[config.mk]
export PLATFORM = sky130hd
export DESIGN_NAME = phy_rx_decode_64b66b_flat
export DESIGN_NICKNAME = d
export VERILOG_FILES = /design/src/rtl/phy_rx_decode_64b66b_pkg.sv /design/src/rtl/phy_rx_decode_64b66b_if.sv /design/src/rtl/phy_rx_descrambler.sv /design/src/rtl/phy_rx_decode_64b66b.sv /design/src/flat_wrapper.sv
export SDC_FILE = /design/constraint.sdc
export NUM_CORES = 1
export LEC_CHECK = 0
export ABC_AREA = 1
export BUFFER_PORTS_ARGS = -buffer_cell sky130_fd_sc_hd__buf_4
export CELL_PAD_IN_SITES_DETAIL_PLACEMENT = 0
export CELL_PAD_IN_SITES_GLOBAL_PLACEMENT = 1
export CORE_MARGIN = 4
export CORE_UTILIZATION = 38
export DETAILED_ROUTE_END_ITERATION = 10
export GPL_TIMING_DRIVEN = 0
export HOLD_SLACK_MARGIN = 0.05
export PLACE_DENSITY_LB_ADDON = 0.1
export SYNTH_ARGS = -nofsm -noshare
export SYNTH_HDL_FRONTEND = slang
export SYNTH_SLANG_ARGS = --single-unit
[constraint.sdc]
create_clock -name i_clk -period 3.4 [get_ports i_clk]
set_input_delay 0.68 -clock i_clk [delete_from_list [all_inputs] [get_ports i_clk]]
set_output_delay 0.68 -clock i_clk [all_outputs]
set_load 0.02 [all_outputs]
[src/rtl/phy_rx_decode_64b66b_pkg.sv]
`default_nettype none
// ============================================================================
// phy_64b66b_pkg : shared 64B/66B header, block-type and decoder definitions
// Rev 1.0
// ============================================================================
package phy_64b66b_pkg;

  localparam logic [1:0] c_hdr_data = 2'b01;
  localparam logic [1:0] c_hdr_ctrl = 2'b10;

  localparam int c_descr_hist_w = 58;

  localparam logic [7:0] c_bt_idle  = 8'h1E;
  localparam logic [7:0] c_bt_start = 8'h78;
  localparam logic [7:0] c_bt_term0 = 8'h87;
  localparam logic [7:0] c_bt_term1 = 8'h99;
  localparam logic [7:0] c_bt_term2 = 8'hAA;
  localparam logic [7:0] c_bt_term3 = 8'hB4;
  localparam logic [7:0] c_bt_term4 = 8'hCC;
  localparam logic [7:0] c_bt_term5 = 8'hD2;
  localparam logic [7:0] c_bt_term6 = 8'hE1;
  localparam logic [7:0] c_bt_term7 = 8'hFF;

  typedef enum logic [0:0] {
    DEC_IDLE  = 1'b0,
    DEC_FRAME = 1'b1
  } dec_state_t;

  typedef struct packed {
    logic       is_term;
    logic [2:0] nbytes;
  } term_info_t;

  function automatic term_info_t term_decode(input logic [7:0] btype);
    term_info_t t;
    t = '{is_term: 1'b1, nbytes: 3'd0};
    case (btype)
      c_bt_term0: t.nbytes = 3'd0;
      c_bt_term1: t.nbytes = 3'd1;
      c_bt_term2: t.nbytes = 3'd2;
      c_bt_term3: t.nbytes = 3'd3;
      c_bt_term4: t.nbytes = 3'd4;
      c_bt_term5: t.nbytes = 3'd5;
      c_bt_term6: t.nbytes = 3'd6;
      c_bt_term7: t.nbytes = 3'd7;
      default:    t.is_term = 1'b0;
    endcase
    return t;
  endfunction

  // Keep mask for the tail word holding terminate bytes 2..n.
  function automatic logic [7:0] tail_keep(input logic [2:0] n);
    logic [7:0] k;
    k = '0;
    for (int i = 0; i < 7; i++) begin
      if ((i + 1) < int'(n)) k[i] = 1'b1;
    end
    return k;
  endfunction

endpackage
`default_nettype wire

[src/rtl/phy_rx_decode_64b66b_if.sv]
`default_nettype none
// ============================================================================
// phy_rx_decode_64b66b_if : gearbox block input and MAC byte-stream output
// Rev 1.0
// ============================================================================
interface phy_rx_decode_64b66b_if;
  logic [1:0]  i_header;
  logic [63:0] i_data;
  logic        i_data_valid;
  logic        i_sync;
  logic [63:0] o_rx_axis_data;
  logic [7:0]  o_rx_axis_keep;
  logic        o_rx_axis_last;
  logic        o_rx_axis_valid;
  logic        o_rx_err;

  modport master (
    output i_header, i_data, i_data_valid, i_sync,
    input  o_rx_axis_data, o_rx_axis_keep, o_rx_axis_last, o_rx_axis_valid, o_rx_err
  );

  modport slave (
    input  i_header, i_data, i_data_valid, i_sync,
    output o_rx_axis_data, o_rx_axis_keep, o_rx_axis_last, o_rx_axis_valid, o_rx_err
  );
endinterface
`default_nettype wire

[src/rtl/phy_rx_descrambler.sv]
`default_nettype none
// ============================================================================
// phy_rx_descrambler : 64-bit parallel self-synchronous x^58+x^39+1 descrambler
// Rev 1.0
// ============================================================================
module phy_rx_descrambler
  import phy_64b66b_pkg::*;
#(
  parameter bit P_SCRAMBLE_BYPASS = 1'b0
) (
  input  logic        i_clk,
  input  logic        i_rst,
  input  logic [1:0]  i_header,
  input  logic [63:0] i_data,
  input  logic        i_valid,
  input  logic        i_sync,
  output logic [1:0]  o_header,
  output logic [63:0] o_data,
  output logic        o_valid,
  output logic        o_sync
);

  logic [c_descr_hist_w-1:0]    hist_q;
  logic [1:0]                   hdr_q;
  logic [63:0]                  data_q;
  logic                         valid_q;
  logic                         sync_q;
  logic [c_descr_hist_w+63:0]   w_ext;
  logic [63:0]                  w_descr;
  logic [63:0]                  w_payload;

  // w_ext[58+i] is received bit i; lower indices reach back into history.
  assign w_ext = {i_data, hist_q};

  always_comb begin
    w_descr = '0;
    for (int i = 0; i < 64; i++) begin
      w_descr[i] = w_ext[c_descr_hist_w + i] ^ w_ext[19 + i] ^ w_ext[i];
    end
  end

  assign w_payload = P_SCRAMBLE_BYPASS ? i_data : w_descr;

  always_ff @(posedge i_clk) begin
    if (i_rst) begin
      hist_q  <= '0;
      hdr_q   <= '0;
      data_q  <= '0;
      valid_q <= 1'b0;
      sync_q  <= 1'b0;
    end else begin
      valid_q <= i_valid;
      sync_q  <= i_sync;
      if (i_valid) begin
        hist_q <= i_data[63:64-c_descr_hist_w];
        hdr_q  <= i_header;
        data_q <= w_payload;
      end
    end
  end

  assign o_header = hdr_q;
  assign o_data   = data_q;
  assign o_valid  = valid_q;
  assign o_sync   = sync_q;

endmodule
`default_nettype wire

[src/rtl/phy_rx_decode_64b66b.sv]
`default_nettype none
// ============================================================================
// phy_rx_decode_64b66b : 64B/66B descramble, block decode and 8-byte repack
// Rev 1.0
// ============================================================================
module phy_rx_decode_64b66b
  import phy_64b66b_pkg::*;
#(
  parameter bit P_SCRAMBLE_BYPASS = 1'b0
) (
  input  logic                    i_clk,
  input  logic                    i_rst,
  phy_rx_decode_64b66b_if.slave   bus_io
);

  logic [1:0]  w_hdr;
  logic [63:0] w_blk;
  logic        w_blk_valid;
  logic        w_blk_sync;

  phy_rx_descrambler #(
    .P_SCRAMBLE_BYPASS (P_SCRAMBLE_BYPASS)
  ) u_descr (
    .i_clk    (i_clk),
    .i_rst    (i_rst),
    .i_header (bus_io.i_header),
    .i_data   (bus_io.i_data),
    .i_valid  (bus_io.i_data_valid),
    .i_sync   (bus_io.i_sync),
    .o_header (w_hdr),
    .o_data   (w_blk),
    .o_valid  (w_blk_valid),
    .o_sync   (w_blk_sync)
  );

  dec_state_t  state_q;
  logic [55:0] carry_q;
  logic [63:0] data_q;
  logic [7:0]  keep_q;
  logic        last_q;
  logic        valid_q;
  logic        err_q;
  logic        tail_pend_q;
  logic [47:0] tail_data_q;
  logic [7:0]  tail_keep_q;

  logic [7:0]  w_btype;
  term_info_t  w_term;
  logic        w_is_ctrl;
  logic        w_is_start;
  logic        w_is_idle;
  logic [7:0]  w_tail_keep;
  logic [47:0] w_tail_data;

  assign w_btype     = w_blk[7:0];
  assign w_term      = term_decode(w_btype);
  assign w_is_ctrl   = (w_hdr == c_hdr_ctrl);
  assign w_is_start  = w_is_ctrl && (w_btype == c_bt_start);
  assign w_is_idle   = w_is_ctrl && (w_btype == c_bt_idle);
  assign w_tail_keep = tail_keep(w_term.nbytes);

  // Bytes beyond the terminate count are zeroed so the tail word is clean.
  always_comb begin
    w_tail_data = '0;
    for (int j = 0; j < 6; j++) begin
      w_tail_data[8*j +: 8] = w_tail_keep[j] ? w_blk[16 + 8*j +: 8] : 8'h00;
    end
  end

  always_ff @(posedge i_clk) begin
    if (i_rst) begin
      state_q     <= DEC_IDLE;
      carry_q     <= '0;
      data_q      <= '0;
      keep_q      <= '0;
      last_q      <= 1'b0;
      valid_q     <= 1'b0;
      err_q       <= 1'b0;
      tail_pend_q <= 1'b0;
      tail_data_q <= '0;
      tail_keep_q <= '0;
    end else begin
      valid_q     <= 1'b0;
      last_q      <= 1'b0;
      err_q       <= 1'b0;
      tail_pend_q <= 1'b0;

      // A pending tail only exists in IDLE, where blocks never emit a word.
      if (tail_pend_q) begin
        valid_q <= 1'b1;
        data_q  <= {16'h0000, tail_data_q};
        keep_q  <= tail_keep_q;
        last_q  <= 1'b1;
      end

      if ((state_q == DEC_FRAME) && !w_blk_sync) begin
        valid_q <= 1'b1;
        data_q  <= {8'h00, carry_q};
        keep_q  <= 8'h7F;
        last_q  <= 1'b1;
        err_q   <= 1'b1;
        state_q <= DEC_IDLE;
      end else if (w_blk_valid && w_blk_sync) begin
        case (state_q)
          DEC_IDLE: begin
            if (w_is_start) begin
              carry_q <= w_blk[63:8];
              state_q <= DEC_FRAME;
            end else if (!w_is_idle) begin
              err_q <= 1'b1;
            end
          end
          DEC_FRAME: begin
            if (w_hdr == c_hdr_data) begin
              valid_q <= 1'b1;
              data_q  <= {w_blk[7:0], carry_q};
              keep_q  <= 8'hFF;
              carry_q <= w_blk[63:8];
            end else if (w_is_ctrl && w_term.is_term) begin
              valid_q <= 1'b1;
              state_q <= DEC_IDLE;
              if (w_term.nbytes == 3'd0) begin
                data_q <= {8'h00, carry_q};
                keep_q <= 8'h7F;
                last_q <= 1'b1;
              end else begin
                data_q      <= {w_blk[15:8], carry_q};
                keep_q      <= 8'hFF;
                last_q      <= (w_term.nbytes == 3'd1);
                tail_pend_q <= (w_term.nbytes >= 3'd2);
                tail_data_q <= w_tail_data;
                tail_keep_q <= w_tail_keep;
              end
            end else begin
              valid_q <= 1'b1;
              data_q  <= {8'h00, carry_q};
              keep_q  <= 8'h7F;
              last_q  <= 1'b1;
              err_q   <= 1'b1;
              state_q <= DEC_IDLE;
            end
          end
          default: state_q <= DEC_IDLE;
        endcase
      end
    end
  end

  assign bus_io.o_rx_axis_data  = data_q;
  assign bus_io.o_rx_axis_keep  = keep_q;
  assign bus_io.o_rx_axis_last  = last_q;
  assign bus_io.o_rx_axis_valid = valid_q;
  assign bus_io.o_rx_err        = err_q;

endmodule
`default_nettype wire

[src/flat_wrapper.sv]
// flat-port wrapper written by rule: the top's interface ports become plain ports
module phy_rx_decode_64b66b_flat import phy_64b66b_pkg::*;
#(
  parameter bit P_SCRAMBLE_BYPASS = 1'b0
)
  (i_clk, i_rst, bus_io_i_header, bus_io_i_data, bus_io_i_data_valid, bus_io_i_sync, bus_io_o_rx_axis_data, bus_io_o_rx_axis_keep, bus_io_o_rx_axis_last, bus_io_o_rx_axis_valid, bus_io_o_rx_err);
  phy_rx_decode_64b66b_if bus_io_i ();
  input  logic i_clk;
  input  logic i_rst;
  input wire logic [$bits(bus_io_i.i_header)-1:0] bus_io_i_header;
  input wire logic [$bits(bus_io_i.i_data)-1:0] bus_io_i_data;
  input wire logic [$bits(bus_io_i.i_data_valid)-1:0] bus_io_i_data_valid;
  input wire logic [$bits(bus_io_i.i_sync)-1:0] bus_io_i_sync;
  output wire logic [$bits(bus_io_i.o_rx_axis_data)-1:0] bus_io_o_rx_axis_data;
  output wire logic [$bits(bus_io_i.o_rx_axis_keep)-1:0] bus_io_o_rx_axis_keep;
  output wire logic [$bits(bus_io_i.o_rx_axis_last)-1:0] bus_io_o_rx_axis_last;
  output wire logic [$bits(bus_io_i.o_rx_axis_valid)-1:0] bus_io_o_rx_axis_valid;
  output wire logic [$bits(bus_io_i.o_rx_err)-1:0] bus_io_o_rx_err;
  assign bus_io_i.i_header = bus_io_i_header;
  assign bus_io_i.i_data = bus_io_i_data;
  assign bus_io_i.i_data_valid = bus_io_i_data_valid;
  assign bus_io_i.i_sync = bus_io_i_sync;
  assign bus_io_o_rx_axis_data = bus_io_i.o_rx_axis_data;
  assign bus_io_o_rx_axis_keep = bus_io_i.o_rx_axis_keep;
  assign bus_io_o_rx_axis_last = bus_io_i.o_rx_axis_last;
  assign bus_io_o_rx_axis_valid = bus_io_i.o_rx_axis_valid;
  assign bus_io_o_rx_err = bus_io_i.o_rx_err;
  phy_rx_decode_64b66b #(.P_SCRAMBLE_BYPASS(P_SCRAMBLE_BYPASS)) u_core (.i_clk(i_clk), .i_rst(i_rst), .bus_io(bus_io_i));
endmodule
==> flow_metrics.env <==
export IMPL_outcome="finished, final reports clean"
export IMPL_synth_edf_count=0
export IMPL_die_width_um=193
export IMPL_met1Wirelength_um=22300
export IMPL_skew_ns=0.0164
export IMPL_max_slew_margin=0.229
export IMPL_reg2reg_from="u_core.state_q"
export IMPL_max_freq_ghz=0.351
export IMPL_finalCritPeriodShare=0.837
export IMPL_final_cell_mix="dfxtp_1, nand2_1, nor2_1"
export IMPL_root_buffer="clkbuf_16"
export IMPL_startpoint_type="flip-flop"
export IMPL_core_mm2=0.0335
export IMPL_synth_seq_cells=313
export IMPL_wl_um=46400
export IMPL_htree_levels=2
export IMPL_tightest_slew_ns=1.15
export IMPL_final_nets=1946
export IMPL_yosysSeqAreaShare=0.484
export IMPL_final_common_cell="dfxtp_1"
export IMPL_insertion_delay_ns=0.52
export IMPL_drt_vias_per_instance=5.04
export IMPL_syn_nets=1765
export IMPL_grt_pass1_wl_um=70300
export IMPL_hold_viol=0
export IMPL_cts_tree="built"
export IMPL_critPathRequiredTime_ns=3.76
export IMPL_p_leak_nw=6.40
export IMPL_synth_async_sr_flop_share=0
export IMPL_setup_violations_final=0
export IMPL_ys_warn_count=0
export IMPL_die_area_mm2=0.0371
export IMPL_worstSetupPathType="flip-flop to flip-flop"
export IMPL_synth_cells=1695
export IMPL_numPortBuffers=143
export IMPL_post_cts_resized=0
export IMPL_placement_rows=67
export IMPL_num_vias=11800
export IMPL_drt_pre_antenna_iters=5
export IMPL_worstHoldStart="bus_io_i_sync"
export IMPL_synth_ff_type="dfxtp_1"
export IMPL_nFillCells=3566
export IMPL_yosys_area_top_type="dfxtp_1"
export IMPL_diodes=0
export IMPL_drc=0
export IMPL_cap_violations=0
export IMPL_hold_buffers=0
export IMPL_hpwlAfterDp_um=36300
export IMPL_grt_pass1_vias=11500
export IMPL_cts_sinks=313
export IMPL_synth_top_area_frac=0.484
export IMPL_p_per_area_mw_per_mm2=536
export IMPL_clk_pin_slew_ns=0.06
export IMPL_maxSlewViolCount=0
export IMPL_post_route_min_period_ns=2.85
export IMPL_arrival_ns=3.20
export IMPL_crit_path_start="u_core.state_q"
export IMPL_grtUsageTotal=0.249
export IMPL_endpoint_kind="flip-flop"
export IMPL_regArea_mm2=0.00627
export IMPL_avgSynthCellArea_um2=7.63
export IMPL_rsz0062_at_grt="no"
export IMPL_path_max_fanout=10
export IMPL_grt_overflow=0
export IMPL_post_cts_setup_buffer_count=0
export IMPL_clk_path_buf_depth=3
export IMPL_syn_area_mm2=0.0129
export IMPL_final_antenna_net_count=0
export IMPL_total_power_mw=8.42
export IMPL_die_y_um=193
export IMPL_fin_tns_setup_ns=0
export IMPL_io_pins=145
export IMPL_drtIter0Drc=903
export IMPL_hold_class="input pin to flip-flop"
export IMPL_initial_core_util=0.386
export IMPL_grt_start_max_net_pins=13
export IMPL_r2r_setup_slack_ns=0.55
export IMPL_top_layer_used="met4"
export IMPL_drive_above_1_share=0.140
export IMPL_synthTopCellsByArea="dfxtp_1, nand2_1, o21ai_0, nor2_1, xnor2_1"
export IMPL_max_vdd_ir_drop_mv=0.261
export IMPL_ys_types=32
export IMPL_numCtsBuffers=36
export IMPL_place_gp_congestion=0.947
export IMPL_wl_met2_um=20300
export IMPL_multi_input_area_mm2=0.00580
export IMPL_syn2layout_area_growth_pct=21.4
export IMPL_wire_per_inst_um=19.8
export IMPL_met3WireLength_um=2640
export IMPL_grt_antenna_before_repair=1
## state kept, by name, indices dropped and copies added (netlist names), 2 cells and up
| name | count |
|---|---|
| u_core.tail_keep_q | 6 |
| u_core.u_descr.hist_q | 58 |
| u_core.bus_io.o_rx_axis_data | 64 |
| u_core.tail_data_q | 48 |
| u_core.carry_q | 56 |
| u_core.u_descr.o_header | 2 |
| u_core.u_descr.o_data | 64 |
| u_core.bus_io.o_rx_axis_keep | 8 |
## cells in the mapped netlist, types with 3 or more instances
cell	instances
o221ai_1	19
a21oi_2	16
xor2_1	14
xnor2_1	76
nor2_2	4
dfxtp_1	313
clkbuf_1	76
a31oi_1	57
inv_1	109
nand2_2	21
clkinv_1	4
nor2_8	6
nand4_1	4
buf_2	13
buf_1	11
inv_2	8
o21ai_0	217
nor2_1	254
nand2_1	308
nor3_1	3
nand3_1	36
a21oi_1	116
## worst max-delay path, cell delays in order (launching register included)
cell and delay [ns]:
dfxtp_1 0.29, buf_2 0.17, inv_2 0.11, nor2_1 0.08, nor2_1 0.88, inv_1 0.27, clkbuf_1 0.40, a21oi_1 0.37
a21oi_1 0.10
## routing by layer
metal | GRT usage | up-vias
met5 | 0 | -
met4 | 0.0675 | 0
met3 | 0.0394 | 58
met2 | 0.390 | 352
met1 | 0.359 | 5512
li1 | - | 5894
## cell type report
cell class / count / share of cell area
sequential: 313 / 0.399
multi-input combinational: 1159 / 0.369
timing repair buffer: 143 / 0.0684
clock buffer: 51 / 0.0655
tap: 448 / 0.0357
inverter: 121 / 0.0289
buffer: 102 / 0.0269
clock inverter: 9 / 0.00653
## logic make-up (layout without fill, tap and decap cells)
group	after synthesis	count (layout)	synth area share
compound gates	429	429	0.182
buf+inv	223	426	0.0678
simple gates	640	640	0.205
flops	313	313	0.484
xor+xnor	90	90	0.0609
## path summary, 6_finish.rpt
kind / end / cells after the start
hold reg to reg: u_core.tail_data_q[43] / 2
setup / recovery: u_core.bus_io.o_rx_axis_keep[4] / 8
setup reg to reg: u_core.bus_io.o_rx_axis_keep[4] / 8
hold / removal: u_core.u_descr.o_sync / 3
## stage by stage
stage | setup WS (ns) | hold WS [ns] | utilization | instance area, µm² | std cells
global placement | 0.403 | 0.453 | 0.435 | 14600 | 2286
finish | 0.553 | 0.404 | 0.468 | 15700 | 2346
detailed placement | 0.404 | 0.455 | 0.435 | 14600 | 2286
global route | 0.475 | 0.390 | 0.468 | 15700 | 2346
floorplan | 1.62 | 0.444 | - | 12900 | 1695
CTS | 0.678 | 0.394 | 0.468 | 15700 | 2346
## where the power goes
| part | switching (mW) | internal, mW | total (mW) |
|---|---|---|---|
| registers | 0.141 | 3.79 | 3.93 |
| logic | 0.465 | 0.259 | 0.724 |
| clock network | 1.52 | 2.25 | 3.77 |
| total | 2.12 | 6.30 | 8.42 |
(Power assumes the default switching activity.)
